## src/rtl/dmem_arbiter.sv

```systemverilog
// Two-port round-robin arbiter and access sequencer for data memory and I/O.
// Optional performance counters are enabled by defining DMEM_ARB_PERF_EN.
module dmem_arbiter #(
   parameter int W     = 32,
   parameter int CNT_W = 16
) (
   input  logic             clk_i,
   input  logic             rst_i,
   input  logic             req0_valid_i,
   output logic             req0_ready_o,
   input  logic             req0_we_i,
   input  logic [W-1:0]     req0_addr_i,
   input  logic [W-1:0]     req0_wdata_i,
   input  logic [1:0]       req0_size_i,
   input  logic             req0_unsigned_i,
   input  logic             req1_valid_i,
   output logic             req1_ready_o,
   input  logic             req1_we_i,
   input  logic [W-1:0]     req1_addr_i,
   input  logic [W-1:0]     req1_wdata_i,
   input  logic [1:0]       req1_size_i,
   input  logic             req1_unsigned_i,
   output logic             rsp0_valid_o,
   output logic [W-1:0]     rsp0_rdata_o,
   output logic             rsp0_err_o,
   output logic             rsp1_valid_o,
   output logic [W-1:0]     rsp1_rdata_o,
   output logic             rsp1_err_o,
   output logic             mem_st_en_o,
   output logic [W-1:0]     mem_addr_o,
   output logic [W-1:0]     mem_st_data_o,
   output logic [1:0]       mem_sel_mod_o,
   output logic             mem_unsigned_o,
   input  logic [W-1:0]     mem_ld_data_i,
   output logic [CNT_W-1:0] perf_gnt0_o,
   output logic [CNT_W-1:0] perf_gnt1_o,
   output logic [CNT_W-1:0] perf_conflict_o
);

   typedef enum logic [1:0] {IDLE, ACCESS, RESP} state_t;

   state_t        state;
   logic          last_gnt;
   logic          port_q;
   logic          we_q;
   logic          uns_q;
   logic          err_q;
   logic [1:0]    size_q;
   logic [W-1:0]  addr_q;
   logic [W-1:0]  wdata_q;
   logic [W-1:0]  rdata_q;

   logic          any_valid;
   logic          both_valid;
   logic          win;
   logic          sel_we;
   logic          sel_uns;
   logic          sel_err;
   logic [1:0]    sel_size;
   logic [W-1:0]  sel_addr;
   logic [W-1:0]  sel_wdata;

   // Winner selection and access screening for the request about to be accepted
   always_comb begin
      any_valid  = req0_valid_i | req1_valid_i;
      both_valid = req0_valid_i & req1_valid_i;
      win        = both_valid ? ~last_gnt : req1_valid_i;
      sel_we     = win ? req1_we_i       : req0_we_i;
      sel_addr   = win ? req1_addr_i     : req0_addr_i;
      sel_wdata  = win ? req1_wdata_i    : req0_wdata_i;
      sel_size   = win ? req1_size_i     : req0_size_i;
      sel_uns    = win ? req1_unsigned_i : req0_unsigned_i;
      sel_err    = (sel_size == 2'b11)
                 | ((sel_size == 2'b01) & sel_addr[0])
                 | ((sel_size == 2'b10) & (sel_addr[1:0] != 2'b00))
                 | (|sel_addr[W-1:12])
                 | (sel_addr[11:8] >= 4'hA)
                 | (sel_we & (sel_addr[11:8] == 4'h9));
   end

   assign req0_ready_o = (state == IDLE) & ~rst_i & any_valid & ~win;
   assign req1_ready_o = (state == IDLE) & ~rst_i & any_valid &  win;

   always_ff @(posedge clk_i) begin
      if (rst_i) begin
         state    <= IDLE;
         last_gnt <= 1'b1;
         port_q   <= 1'b0;
         we_q     <= 1'b0;
         uns_q    <= 1'b0;
         err_q    <= 1'b0;
         size_q   <= 2'b00;
         addr_q   <= '0;
         wdata_q  <= '0;
         rdata_q  <= '0;
      end else begin
         case (state)
            IDLE: begin
               if (any_valid) begin
                  port_q   <= win;
                  last_gnt <= win;
                  we_q     <= sel_we;
                  addr_q   <= sel_addr;
                  wdata_q  <= sel_wdata;
                  size_q   <= sel_size;
                  uns_q    <= sel_uns;
                  err_q    <= sel_err;
                  state    <= ACCESS;
               end
            end
            ACCESS: begin
               rdata_q <= (we_q | err_q) ? '0 : mem_ld_data_i;
               state   <= RESP;
            end
            RESP:    state <= IDLE;
            default: state <= IDLE;
         endcase
      end
   end

   assign mem_st_en_o    = (state == ACCESS) & we_q & ~err_q & ~rst_i;
   assign mem_addr_o     = addr_q;
   assign mem_st_data_o  = wdata_q;
   assign mem_sel_mod_o  = size_q;
   assign mem_unsigned_o = uns_q;

   assign rsp0_valid_o = (state == RESP) & ~port_q & ~rst_i;
   assign rsp1_valid_o = (state == RESP) &  port_q & ~rst_i;
   assign rsp0_rdata_o = rsp0_valid_o ? rdata_q : '0;
   assign rsp1_rdata_o = rsp1_valid_o ? rdata_q : '0;
   assign rsp0_err_o   = rsp0_valid_o & err_q;
   assign rsp1_err_o   = rsp1_valid_o & err_q;

`ifdef DMEM_ARB_PERF_EN
   logic [CNT_W-1:0] gnt0_cnt;
   logic [CNT_W-1:0] gnt1_cnt;
   logic [CNT_W-1:0] conflict_cnt;

   // Counters wrap naturally at 2^CNT_W
   always_ff @(posedge clk_i) begin
      if (rst_i) begin
         gnt0_cnt     <= '0;
         gnt1_cnt     <= '0;
         conflict_cnt <= '0;
      end else if (state == IDLE) begin
         if (any_valid & ~win) gnt0_cnt <= gnt0_cnt + 1'b1;
         if (any_valid &  win) gnt1_cnt <= gnt1_cnt + 1'b1;
         if (both_valid)       conflict_cnt <= conflict_cnt + 1'b1;
      end
   end

   assign perf_gnt0_o     = gnt0_cnt;
   assign perf_gnt1_o     = gnt1_cnt;
   assign perf_conflict_o = conflict_cnt;
`else
   assign perf_gnt0_o     = '0;
   assign perf_gnt1_o     = '0;
   assign perf_conflict_o = '0;
`endif

endmodule

```

## config.mk

```make
export PLATFORM = sky130hd
export DESIGN_NAME = dmem_arbiter
export DESIGN_NICKNAME = d
export VERILOG_FILES = /design/src/rtl/dmem_arbiter.sv
export SDC_FILE = /design/constraint.sdc
export NUM_CORES = 1
export LEC_CHECK = 0
export ABC_AREA = 1
export CAP_MARGIN = 20
export CORE_AREA = 5 5 136 138
export CTS_CLUSTER_DIAMETER = 60
export DETAILED_ROUTE_END_ITERATION = 12
export DIE_AREA = 0 0 141 143
export DONT_BUFFER_PORTS = 1
export PLACE_DENSITY_LB_ADDON = 0.2
export SLEW_MARGIN = 10
export SYNTH_ARGS = -nofsm -noshare
export SYNTH_HDL_FRONTEND = slang
export SYNTH_SLANG_ARGS = --single-unit
export TNS_END_PERCENT = 20
```

## constraint.sdc

```tcl
create_clock -name clk_i -period 3 [get_ports clk_i]
set_input_delay 0.6 -clock clk_i [delete_from_list [all_inputs] [get_ports clk_i]]
set_output_delay 0.6 -clock clk_i [all_outputs]
set_load 0.02 [all_outputs]
```

==> impl_metrics.py <==
metrics = {
    "floorplan": {
        "start_util": 0.298,
        "coreArea_sq_um": 17100,
        "io-pin-count": 358,
        "dieArea_sq_um": 20200,
        "rows": 48,
        "dieWidth_um": 141,
        "fp.dieH_um": 143,
    },
    "clock_tree": {
        "cts_made_buffers": 9,
        "root_buffer": "clkbuf_16",
        "cts_resized": 0,
        "htreeDepth": 3,
        "cts_tree": "yes",
        "clk_pin_slew_worst_paths_ns": 0.07,
        "clock-sinks": 105,
        "cts_setup_buffers": 0,
        "clockBufferDepth": 2,
        "clock_latency_ns": 0.35,
        "cts-hold-fix-buffers": 0,
    },
    "cells_and_area": {
        "diodes": 0,
        "fin_nets": 922,
        "syn_to_final_growth_pct": 15.1,
        "drive_above_1_share": 0.142,
        "finish.utilization": 0.343,
        "layout_commonest_cell": "nand2_1",
        "final_cell_mix": "166 x nand2_1, 105 x dfxtp_1, 85 x nor2_1",
    },
    "yosys": {
        "yosysTopAreaCell": "dfxtp_1",
        "ys_seq_area_frac": 0.413,
        "yosysWarnings": 0,
        "syn-cell-area_sq_um": 5090,
        "yosysTopAreaCellShare": 0.413,
        "synth_cell_type_count": 26,
        "syn_inst": 713,
        "avgSynthCellArea_sq_um": 7.14,
        "ys_seq_elements": 105,
        "synthTopCellsByArea": "dfxtp_1 41%, nand2_1 12%, buf_4 7.5%",
    },
    "sta": {
        "timing.fmax_ghz": 0.418,
        "slew_headroom": 0.586,
        "finalSetupViolations": 0,
        "fin_skew_ns": 0.00971,
        "rsz0062_at_grt": "no",
        "period_needed_ns": 2.39,
        "hold_violations": 0,
        "setup-tns-final_ns": 0,
        "worstMarginPinSlew_ns": 0.622,
        "drv_slew": 0,
        "min_period_over_period": 0.798,
    },
    "pwr": {
        "p_sw_frac": 0.313,
        "vdd_drop_max_uv": 270,
        "clkPwrFrac": 0.359,
        "internal-power_uw": 2460,
        "leakage_uw": 0.00257,
        "fin_total_pwr_uw": 3580,
        "power_frac_seq": 0.492,
        "power.switching_uw": 1120,
        "power_density_nw_per_um2": 611,
        "p_comb_frac": 0.149,
    },
    "worst_setup_path": {
        "crit_start": "state[1]",
        "worstReg2RegStart": "last_gnt",
        "critPathMaxFanout": 20,
        "crit_type": "register to primary output",
        "endpoint_kind": "primary output",
        "start_kind": "register",
        "required_ns": 2.40,
        "worstPathArrival_ns": 1.79,
    },
    "detailed_routing": {
        "via_per_inst": 4.75,
        "drt_pre_antenna_iters": 5,
        "drt_wl_total_um": 16400,
        "drcViolationCount": 0,
        "wl_per_cell_um": 16.7,
        "drt_iter0_drc": 180,
        "routed-via-count": 4654,
        "ant_nets": 0,
    },
    "hold_path": {
        "min-delay-path-class": "primary input to register",
        "hp-start": "rst_i",
    },
    "global_route": {
        "grt_pass1_vias": 4433,
        "grt_max_degree": 69,
        "overflow": 0,
        "antenna_found_initial": 0,
        "grtUsageTotal": 0.151,
        "grt_pass1_wl_um": 24300,
    },
    "job": {
        "cap_viol_max_count": 0,
    },
    "placement": {
        "portBuffers": 0,
        "gp_congestion": 0.841,
        "dpl.hpwl_um": 12900,
    },
    "outcome": {
        "status": "complete, no violations",
    },
}
sequential cells by signal, indices dropped and copies added, names as in the netlist:
register	flops
mem_addr_o	32
mem_st_data_o	32
rdata_q	32
mem_sel_mod_o	2
state	2
err_q	1
last_gnt	1
mem_unsigned_o	1
port_q	1
we_q	1
metal layers:
| layer | up-vias | track usage | share of wire |
|---|---|---|---|
| met3 | 18 | 0.0492 | 0.10 |
| li1 | 2315 | - | - |
| met1 | 2066 | 0.182 | 0.40 |
| met4 | 0 | 0.0612 | 0.021 |
| met2 | 255 | 0.251 | 0.48 |
| met5 | - | 0 | 0 |
final cells by class:
cell class	instances	area, sq um
multi-input cells	504	2360
well taps	225	282
clock buffers	11	243
flip-flops and latches	105	2100
inverters	53	199
clock inverters	5	86.3
fillers	1824	11200
repair buffers	77	578
worst paths after layout:
path,end,slack [ns],depth (start not counted)
max,req1_ready_o,0.61,5
min,rdata_q[31],0.34,1
max reg2reg,err_q,0.97,10
min reg2reg,rdata_q[31],0.49,2
critical path: stages, from the launching register on:
cell	delay [ns]
dfxtp_1	0.35
nor3_4	0.21
nand2_2	0.19
inv_2	0.32
nand2_1	0.16
clkinv_1	0.23
per-stage QoR:
stage	setup WS, ns	hold WS, ns	std cells	instance area (sq um)
5_1_grt	0.442	0.311	980	5850
6_report	0.606	0.339	980	5850
3_3_place_gp	0.758	0.468	964	5530
4_1_cts	0.558	0.308	980	5850
3_5_place_dp	0.705	0.472	964	5530
2_1_floorplan	0.470	0.452	760	5260
synthesized netlist by cell type (all sizes together):
cell and number:
a211oi 32, a21oi 32, a22o 17, a31oi 32, buf 78, clkbuf 20, clkinv 1, conb 1
dfxtp 105, inv 52, nand2 169, nand3 26, nor2 89, nor3 1, nor4 1, o211a 1
o21ai 55, or2 1
kinds of logic (layout without fill, tap and decap cells):
logic type | count (synthesis) | in the layout | share of synthesized area
AND/OR/NAND/NOR | 287 | 287 | 0.226
buffers and inverters | 151 | 146 | 0.157
other | 1 | 48 | 0.000737
AO/OA/AOI/OAI | 169 | 169 | 0.203
flip-flops | 105 | 105 | 0.413
power groups by stage:
stage	clock network, uW	logic, uW	registers (uW)
after detailed placement	0	534	1800
after global routing	1400	605	1780
after CTS	1350	535	1770
final	1280	533	1760
after global placement	0	521	1800
after floorplan	0	498	1750
Power figures use the tool's default switching activity.
